`src/rtl/video_timing_gen_if.sv`:
```
// Video raster bundle: control inputs, palette colour in, raster counters, strobes and pin drivers out.
// The generator side uses the master modport; the composer/pin side uses slave.
interface video_timing_gen_if #(
    parameter int CBITS = 4
);
    logic                 enable;
    logic [11:0]          irq_line;
    logic [3*CBITS-1:0]   rgb_data;
    logic [11:0]          x_pos;
    logic [11:0]          y_pos;
    logic                 next_pixel;
    logic                 next_line;
    logic                 next_frame;
    logic                 vblank_pulse;
    logic                 line_irq;
    logic [CBITS-1:0]     vga_r;
    logic [CBITS-1:0]     vga_g;
    logic [CBITS-1:0]     vga_b;
    logic                 vga_hsync;
    logic                 vga_vsync;

    modport master (
        input  enable, irq_line, rgb_data,
        output x_pos, y_pos, next_pixel, next_line, next_frame, vblank_pulse, line_irq,
        output vga_r, vga_g, vga_b, vga_hsync, vga_vsync
    );

    modport slave (
        output enable, irq_line, rgb_data,
        input  x_pos, y_pos, next_pixel, next_line, next_frame, vblank_pulse, line_irq,
        input  vga_r, vga_g, vga_b, vga_hsync, vga_vsync
    );
endinterface

```
`src/rtl/video_timing_gen.sv`:
```
// Parametrised raster timing generator with pixel divider, delayed sync/blank pipe and
// registered RGB/sync output stage.
module video_timing_gen #(
    parameter int H_ACTIVE   = 640,
    parameter int H_FP       = 16,
    parameter int H_SYNC     = 96,
    parameter int H_BP       = 48,
    parameter int V_ACTIVE   = 480,
    parameter int V_FP       = 10,
    parameter int V_SYNC     = 2,
    parameter int V_BP       = 33,
    parameter int PIX_DIV    = 1,
    parameter int PIPE_DELAY = 2,
    parameter bit HS_POL     = 1'b0,
    parameter bit VS_POL     = 1'b0,
    parameter int CBITS      = 4
) (
    input  logic               clk,
    input  logic               rst,
    video_timing_gen_if.master vid
);
    localparam int H_TOTAL  = H_ACTIVE + H_FP + H_SYNC + H_BP;
    localparam int V_TOTAL  = V_ACTIVE + V_FP + V_SYNC + V_BP;
    localparam int HS_START = H_ACTIVE + H_FP;
    localparam int HS_END   = HS_START + H_SYNC;
    localparam int VS_START = V_ACTIVE + V_FP;
    localparam int VS_END   = VS_START + V_SYNC;

    logic [3:0]           div_reg;
    logic [11:0]          x_reg;
    logic [11:0]          y_reg;
    logic                 pix_en;
    logic                 h_last;
    logic [2:0]           flags_cur;   // {hsync, vsync, active}, active-high internally
    logic [2:0]           flags_dly;
    logic [3*CBITS-1:0]   rgb_reg;
    logic                 hsync_reg;
    logic                 vsync_reg;

    // rst gates the strobe so nothing fires while reset is held, even with PIX_DIV=1
    assign pix_en = vid.enable && !rst && (div_reg == 4'(PIX_DIV - 1));
    assign h_last = pix_en && (x_reg == 12'(H_TOTAL - 1));

    assign vid.next_pixel   = pix_en;
    assign vid.next_line    = h_last;
    assign vid.next_frame   = h_last && (y_reg == 12'(V_TOTAL - 2));
    assign vid.vblank_pulse = h_last && (y_reg == 12'(V_ACTIVE - 1));
    assign vid.line_irq     = h_last && (y_reg == vid.irq_line);
    assign vid.x_pos        = x_reg;
    assign vid.y_pos        = y_reg;

    always_ff @(posedge clk or posedge rst) begin
        if (rst) begin
            div_reg <= '0;
            x_reg   <= '0;
            y_reg   <= '0;
        end else if (!vid.enable) begin
            div_reg <= '0;
            x_reg   <= '0;
            y_reg   <= '0;
        end else begin
            div_reg <= (div_reg == 4'(PIX_DIV - 1)) ? 4'd0 : div_reg + 4'd1;
            if (pix_en) begin
                if (x_reg == 12'(H_TOTAL - 1)) begin
                    x_reg <= '0;
                    y_reg <= (y_reg == 12'(V_TOTAL - 1)) ? 12'd0 : y_reg + 12'd1;
                end else begin
                    x_reg <= x_reg + 12'd1;
                end
            end
        end
    end

    assign flags_cur[2] = (x_reg >= 12'(HS_START)) && (x_reg < 12'(HS_END));
    assign flags_cur[1] = (y_reg >= 12'(VS_START)) && (y_reg < 12'(VS_END));
    assign flags_cur[0] = (x_reg < 12'(H_ACTIVE)) && (y_reg < 12'(V_ACTIVE));

    // Sync/blank flags are delayed to line up with palette latency; stages move only on pixel enables
    generate
        if (PIPE_DELAY == 0) begin : g_nodly
            assign flags_dly = flags_cur;
        end else begin : g_dly
            for (genvar gi = 0; gi < PIPE_DELAY; gi++) begin : g_stage
                logic [2:0] stage_reg;
                logic [2:0] stage_in;
                if (gi == 0) begin : g_first
                    assign stage_in = flags_cur;
                end else begin : g_next
                    assign stage_in = g_stage[gi-1].stage_reg;
                end
                always_ff @(posedge clk or posedge rst) begin
                    if (rst) begin
                        stage_reg <= '0;
                    end else if (!vid.enable) begin
                        stage_reg <= '0;
                    end else if (pix_en) begin
                        stage_reg <= stage_in;
                    end
                end
            end
            assign flags_dly = g_stage[PIPE_DELAY-1].stage_reg;
        end
    endgenerate

    always_ff @(posedge clk or posedge rst) begin
        if (rst) begin
            rgb_reg   <= '0;
            hsync_reg <= ~HS_POL;
            vsync_reg <= ~VS_POL;
        end else if (!vid.enable) begin
            rgb_reg   <= '0;
            hsync_reg <= ~HS_POL;
            vsync_reg <= ~VS_POL;
        end else if (pix_en) begin
            rgb_reg   <= flags_dly[0] ? vid.rgb_data : '0;
            hsync_reg <= flags_dly[2] ? HS_POL : ~HS_POL;
            vsync_reg <= flags_dly[1] ? VS_POL : ~VS_POL;
        end
    end

    assign vid.vga_r     = rgb_reg[3*CBITS-1:2*CBITS];
    assign vid.vga_g     = rgb_reg[2*CBITS-1:CBITS];
    assign vid.vga_b     = rgb_reg[CBITS-1:0];
    assign vid.vga_hsync = hsync_reg;
    assign vid.vga_vsync = vsync_reg;
endmodule

```
`src/flat_wrapper.sv`:
```
// flat-port wrapper written by rule: the top's interface ports become plain ports
module video_timing_gen_flat 
#(
    parameter int H_ACTIVE   = 640,
    parameter int H_FP       = 16,
    parameter int H_SYNC     = 96,
    parameter int H_BP       = 48,
    parameter int V_ACTIVE   = 480,
    parameter int V_FP       = 10,
    parameter int V_SYNC     = 2,
    parameter int V_BP       = 33,
    parameter int PIX_DIV    = 1,
    parameter int PIPE_DELAY = 2,
    parameter bit HS_POL     = 1'b0,
    parameter bit VS_POL     = 1'b0,
    parameter int CBITS      = 4
)
  (clk, rst, vid_enable, vid_irq_line, vid_rgb_data, vid_x_pos, vid_y_pos, vid_next_pixel, vid_next_line, vid_next_frame, vid_vblank_pulse, vid_line_irq, vid_vga_r, vid_vga_g, vid_vga_b, vid_vga_hsync, vid_vga_vsync);
  video_timing_gen_if #(.CBITS(CBITS)) vid_i ();
  input  logic clk;
  input  logic rst;
  input wire logic [$bits(vid_i.enable)-1:0] vid_enable;
  input wire logic [$bits(vid_i.irq_line)-1:0] vid_irq_line;
  input wire logic [$bits(vid_i.rgb_data)-1:0] vid_rgb_data;
  output wire logic [$bits(vid_i.x_pos)-1:0] vid_x_pos;
  output wire logic [$bits(vid_i.y_pos)-1:0] vid_y_pos;
  output wire logic [$bits(vid_i.next_pixel)-1:0] vid_next_pixel;
  output wire logic [$bits(vid_i.next_line)-1:0] vid_next_line;
  output wire logic [$bits(vid_i.next_frame)-1:0] vid_next_frame;
  output wire logic [$bits(vid_i.vblank_pulse)-1:0] vid_vblank_pulse;
  output wire logic [$bits(vid_i.line_irq)-1:0] vid_line_irq;
  output wire logic [$bits(vid_i.vga_r)-1:0] vid_vga_r;
  output wire logic [$bits(vid_i.vga_g)-1:0] vid_vga_g;
  output wire logic [$bits(vid_i.vga_b)-1:0] vid_vga_b;
  output wire logic [$bits(vid_i.vga_hsync)-1:0] vid_vga_hsync;
  output wire logic [$bits(vid_i.vga_vsync)-1:0] vid_vga_vsync;
  assign vid_i.enable = vid_enable;
  assign vid_i.irq_line = vid_irq_line;
  assign vid_i.rgb_data = vid_rgb_data;
  assign vid_x_pos = vid_i.x_pos;
  assign vid_y_pos = vid_i.y_pos;
  assign vid_next_pixel = vid_i.next_pixel;
  assign vid_next_line = vid_i.next_line;
  assign vid_next_frame = vid_i.next_frame;
  assign vid_vblank_pulse = vid_i.vblank_pulse;
  assign vid_line_irq = vid_i.line_irq;
  assign vid_vga_r = vid_i.vga_r;
  assign vid_vga_g = vid_i.vga_g;
  assign vid_vga_b = vid_i.vga_b;
  assign vid_vga_hsync = vid_i.vga_hsync;
  assign vid_vga_vsync = vid_i.vga_vsync;
  video_timing_gen #(.H_ACTIVE(H_ACTIVE), .H_FP(H_FP), .H_SYNC(H_SYNC), .H_BP(H_BP), .V_ACTIVE(V_ACTIVE), .V_FP(V_FP), .V_SYNC(V_SYNC), .V_BP(V_BP), .PIX_DIV(PIX_DIV), .PIPE_DELAY(PIPE_DELAY), .HS_POL(HS_POL), .VS_POL(VS_POL), .CBITS(CBITS)) u_core (.clk(clk), .rst(rst), .vid(vid_i));
endmodule
```
`config.mk`:
```
export PLATFORM = sky130hd
export DESIGN_NAME = video_timing_gen_flat
export DESIGN_NICKNAME = d
export VERILOG_FILES = /design/src/rtl/video_timing_gen_if.sv /design/src/rtl/video_timing_gen.sv /design/src/flat_wrapper.sv
export SDC_FILE = /design/constraint.sdc
export NUM_CORES = 1
export LEC_CHECK = 0
export ABC_AREA = 0
export BUFFER_PORTS_ARGS = -buffer_cell sky130_fd_sc_hd__buf_2
export CAP_MARGIN = 20
export CORE_ASPECT_RATIO = 1.25
export CORE_MARGIN = 2
export CORE_UTILIZATION = 48
export CTS_CLUSTER_DIAMETER = 40
export DETAILED_ROUTE_END_ITERATION = 12
export HOLD_SLACK_MARGIN = 0.03
export PLACE_DENSITY = 0.79
export SYNTH_ARGS = -nofsm -noshare
export SYNTH_HDL_FRONTEND = slang
export SYNTH_SLANG_ARGS = --single-unit
```
`constraint.sdc`:
```
create_clock -name clk -period 2.14 [get_ports clk]
set_clock_uncertainty 0.15 [all_clocks]
set_input_delay 0.428 -clock clk [delete_from_list [all_inputs] [get_ports clk]]
set_output_delay 0.428 -clock clk [all_outputs]
set_load 0.01 [all_outputs]
```
==> impl_metrics.ini <==
[outcome]
run_status = finished, violations left
violations = setup timing

[timing]
min_period_ns = 2.40
finalCritPeriodShare = 1.12
finalSetupViolations = 11
finalMaxSlewViolations = 0
fin_tns_setup_ns = -1.48
layout_setup_ws_ns = -0.258
hold_violations = 0
max-slew-margin-rel = 0.705
tightest_slew_ns = 0.441
max_freq_mhz = 417
grt_setup_unrepaired = true

[worst_setup_path]
required_ns = 1.56
path_cells = inv_1, ha_2, nor4b_4, and4_4, nand2_4, nor4_4, buf_2
r2r_slack_ns = -0.16
worst-path-buf-inv = 2
cp_num_cells = 7
end_kind = output port
path_delay_family = simple AND/OR/NAND/NOR gates
crit_fanout = 4
worst_r2r_endpoint = u_core.vid.x_pos[9]$_DFFE_PP0P_
worst_path_largest_cell_delay_ns = 0.38
worstPathArrival_ns = 1.82
setup.worst_path.start_class = flip-flop
reg2regPathDepth = 9
timing.rr.start = u_core.div_reg[0]$_DFF_PP0_
crit_slowest_cell = dfrtp_1
crit_type = flip-flop to output port

[final_layout]
drive_gt1_frac = 0.355
layout.nets = 424
area_growth_pct = 35.4
regArea_um2 = 1200
nFillCells = 429
multiInputGateArea_um2 = 1440
fin_area_um2 = 3570
fin_cells = 456
antenna_cells = 0

[job]
maxCapViolCount = 0

[cts]
clock_latency_ns = 0.30
numCtsBuffers = 5
root_buffer = clkbuf_8
ctsLongestPathBuffers = 2
h-tree-depth = 2
cts_sinks = 48
clk_pin_slew_ns = 0.09
cts_tree = yes

[logic_synthesis]
synth_nets = 330
ys_seq_area_frac = 0.456
synth-edff-count = 0
ys_async_sr_fraction = 1.00
yosys.area.top_type = dfrtp_1
syn_area_um2 = 2640
synthCells = 297
ys_types = 43
ys_ff_latch = 48
synthAdderAreaFrac = 0.0284
synth_xor_area_frac = 0.0697
synth_warnings = 0
synthTopCellsByCount = dfrtp_1, nand2_1, a21oi_1
synth-simple-area-share = 0.269
syn_avg_cell_area_um2 = 8.88
synth_ff_type = dfrtp_1
synth_mux_area_frac = 0.00379
yosys-top-cells-area = dfrtp_1, a21oi_1, nand2_1
yosysTopAreaCellShare = 0.436
yosysMostFrequentCell = dfrtp_1
synth_compound_area_frac = 0.123
synth_top_family_by_area = simple AND/OR/NAND/NOR gates

[global_routing]
use_met2 = 0.407
grt.met3_usage = 0.0451
grt-busiest-layer = met2
grt_pass1_wl_mm = 11.4
grt_antenna_before_repair = 0
grtUsageMet1 = 0.288
grtUsageTotal = 0.234
grt_pass1_vias = 2419
grt_remaining_overflow = 0
grt_start_max_net_pins = 31

[drt]
via_per_inst = 5.83
wire_per_inst_um = 15.7
drt_iter0_drc = 321
wirelength_mm = 7.16
antenna_left = 0
firstDrtPassIters = 4
vias = 2659
drc_errors = 0

[power_and_ir_drop]
power_density_nw_per_um2 = 591
p_total_mw = 2.11
ir_drop_mv = 0.459
p_leak_nw = 1.65

[floorplan]
rows = 30
coreArea_um2 = 5370
design.die.area_um2 = 6110
io_pins = 70
die_x_um = 70.3
fp.dieH_um = 86.9
start_util = 0.492

[place]
dp.final_hpwl_mm = 4.98
placed_cells = 440
place_ws_ns = 0.00755
io_buffers = 69
routabilityCongestion = 0.863
post_dp_cell_area_um2 = 3250

[worst_hold_path]
holdCritPathClass = input pin to flip-flop
hp-start = vid_rgb_data[7]
hold_path_depth = 3
holdPathEnd = u_core.rgb_reg[7]$_DFFE_PP0P_
## worst max-delay path by stage
stage,from,to,slack (ns)
6_report,u_core.div_reg[0]$_DFF_PP0_,vid_line_irq,-0.26
3_5_place_dp,u_core.div_reg[1]$_DFF_PP0_,vid_line_irq,0.008
4_1_cts,u_core.div_reg[0]$_DFF_PP0_,vid_line_irq,-0.25
3_3_place_gp,rst,vid_line_irq,0.07
5_1_grt,u_core.div_reg[0]$_DFF_PP0_,vid_line_irq,-0.35
2_1_floorplan,u_core.div_reg[0]$_DFF_PP0_,vid_line_irq,0.0001
## cells by family (layout without fill, tap and decap cells)
| group | Yosys count | count (layout) |
|---|---|---|
| and+or+nand+nor | 133 | 133 |
| AOI/OAI and AO/OA | 56 | 56 |
| DFF | 48 | 48 |
| buffers and inverters | 32 | 127 |
| xor gates and xnor gates | 21 | 21 |
| adders and majority gates | 6 | 6 |
| muxes | 1 | 1 |
## per-stage QoR
step	utilization	hold slack, ns
finish	0.666	0.231
floorplan	-	0.272
global placement	0.606	0.281
detailed placement	0.606	0.293
CTS	0.651	0.227
global route	0.666	0.230
## per-layer routing
layer | vias up | share of wire | routed length, µm
met2 | 115 | 0.52 | 3750
met1 | 1290 | 0.39 | 2820
met3 | 12 | 0.065 | 462
li1 | 1242 | - | -
met5 | - | 0 | 0
met4 | 0 | 0.018 | 128
## cells in the final DEF, fill, tap and decap left out, drive strengths merged, types with 7 or more instances in the layout
cell type,synthesis,final
a21oi,35,35
buf,3,105
dfrtp,46,46
inv,13,13
nand2,45,45
nand3,24,24
nand4,14,14
nor2,13,13
or3,7,7
xnor2,19,19
## worst reg2reg max path, stage by stage, from the launching register on
cell and delay (ns):
dfrtp_1 0.38, inv_1 0.06, ha_2 0.17, buf_4 0.10, buf_6 0.09, or4b_4 0.49, buf_8 0.17, a2111oi_4 0.35
xnor2_1 0.16, nor2_1 0.06
## where the power goes
group          switching (mW)  internal [mW]
sequential             0.0205          0.937
clock                   0.299          0.467
combinational           0.215          0.174
total                   0.534           1.58
## final cells by class
type	count	area share
Inverter	13	0.0137
Multi-Input combinational cell	217	0.403
Clock inverter	2	0.0168
Timing Repair Buffer	106	0.187
Clock buffer	6	0.0203
Sequential cell	48	0.337
Tap cell	64	0.0224
## what timing repair did
action,4_1_cts,5_1_grt
pin swaps,7,10
endpoints found under the setup margin,6,21
buffers inserted,3,4
hold buffers,1,0
gates resized for setup,14,10
hold endpoints to repair,9,0
No activity file was read; power rests on OpenSTA's default activity.
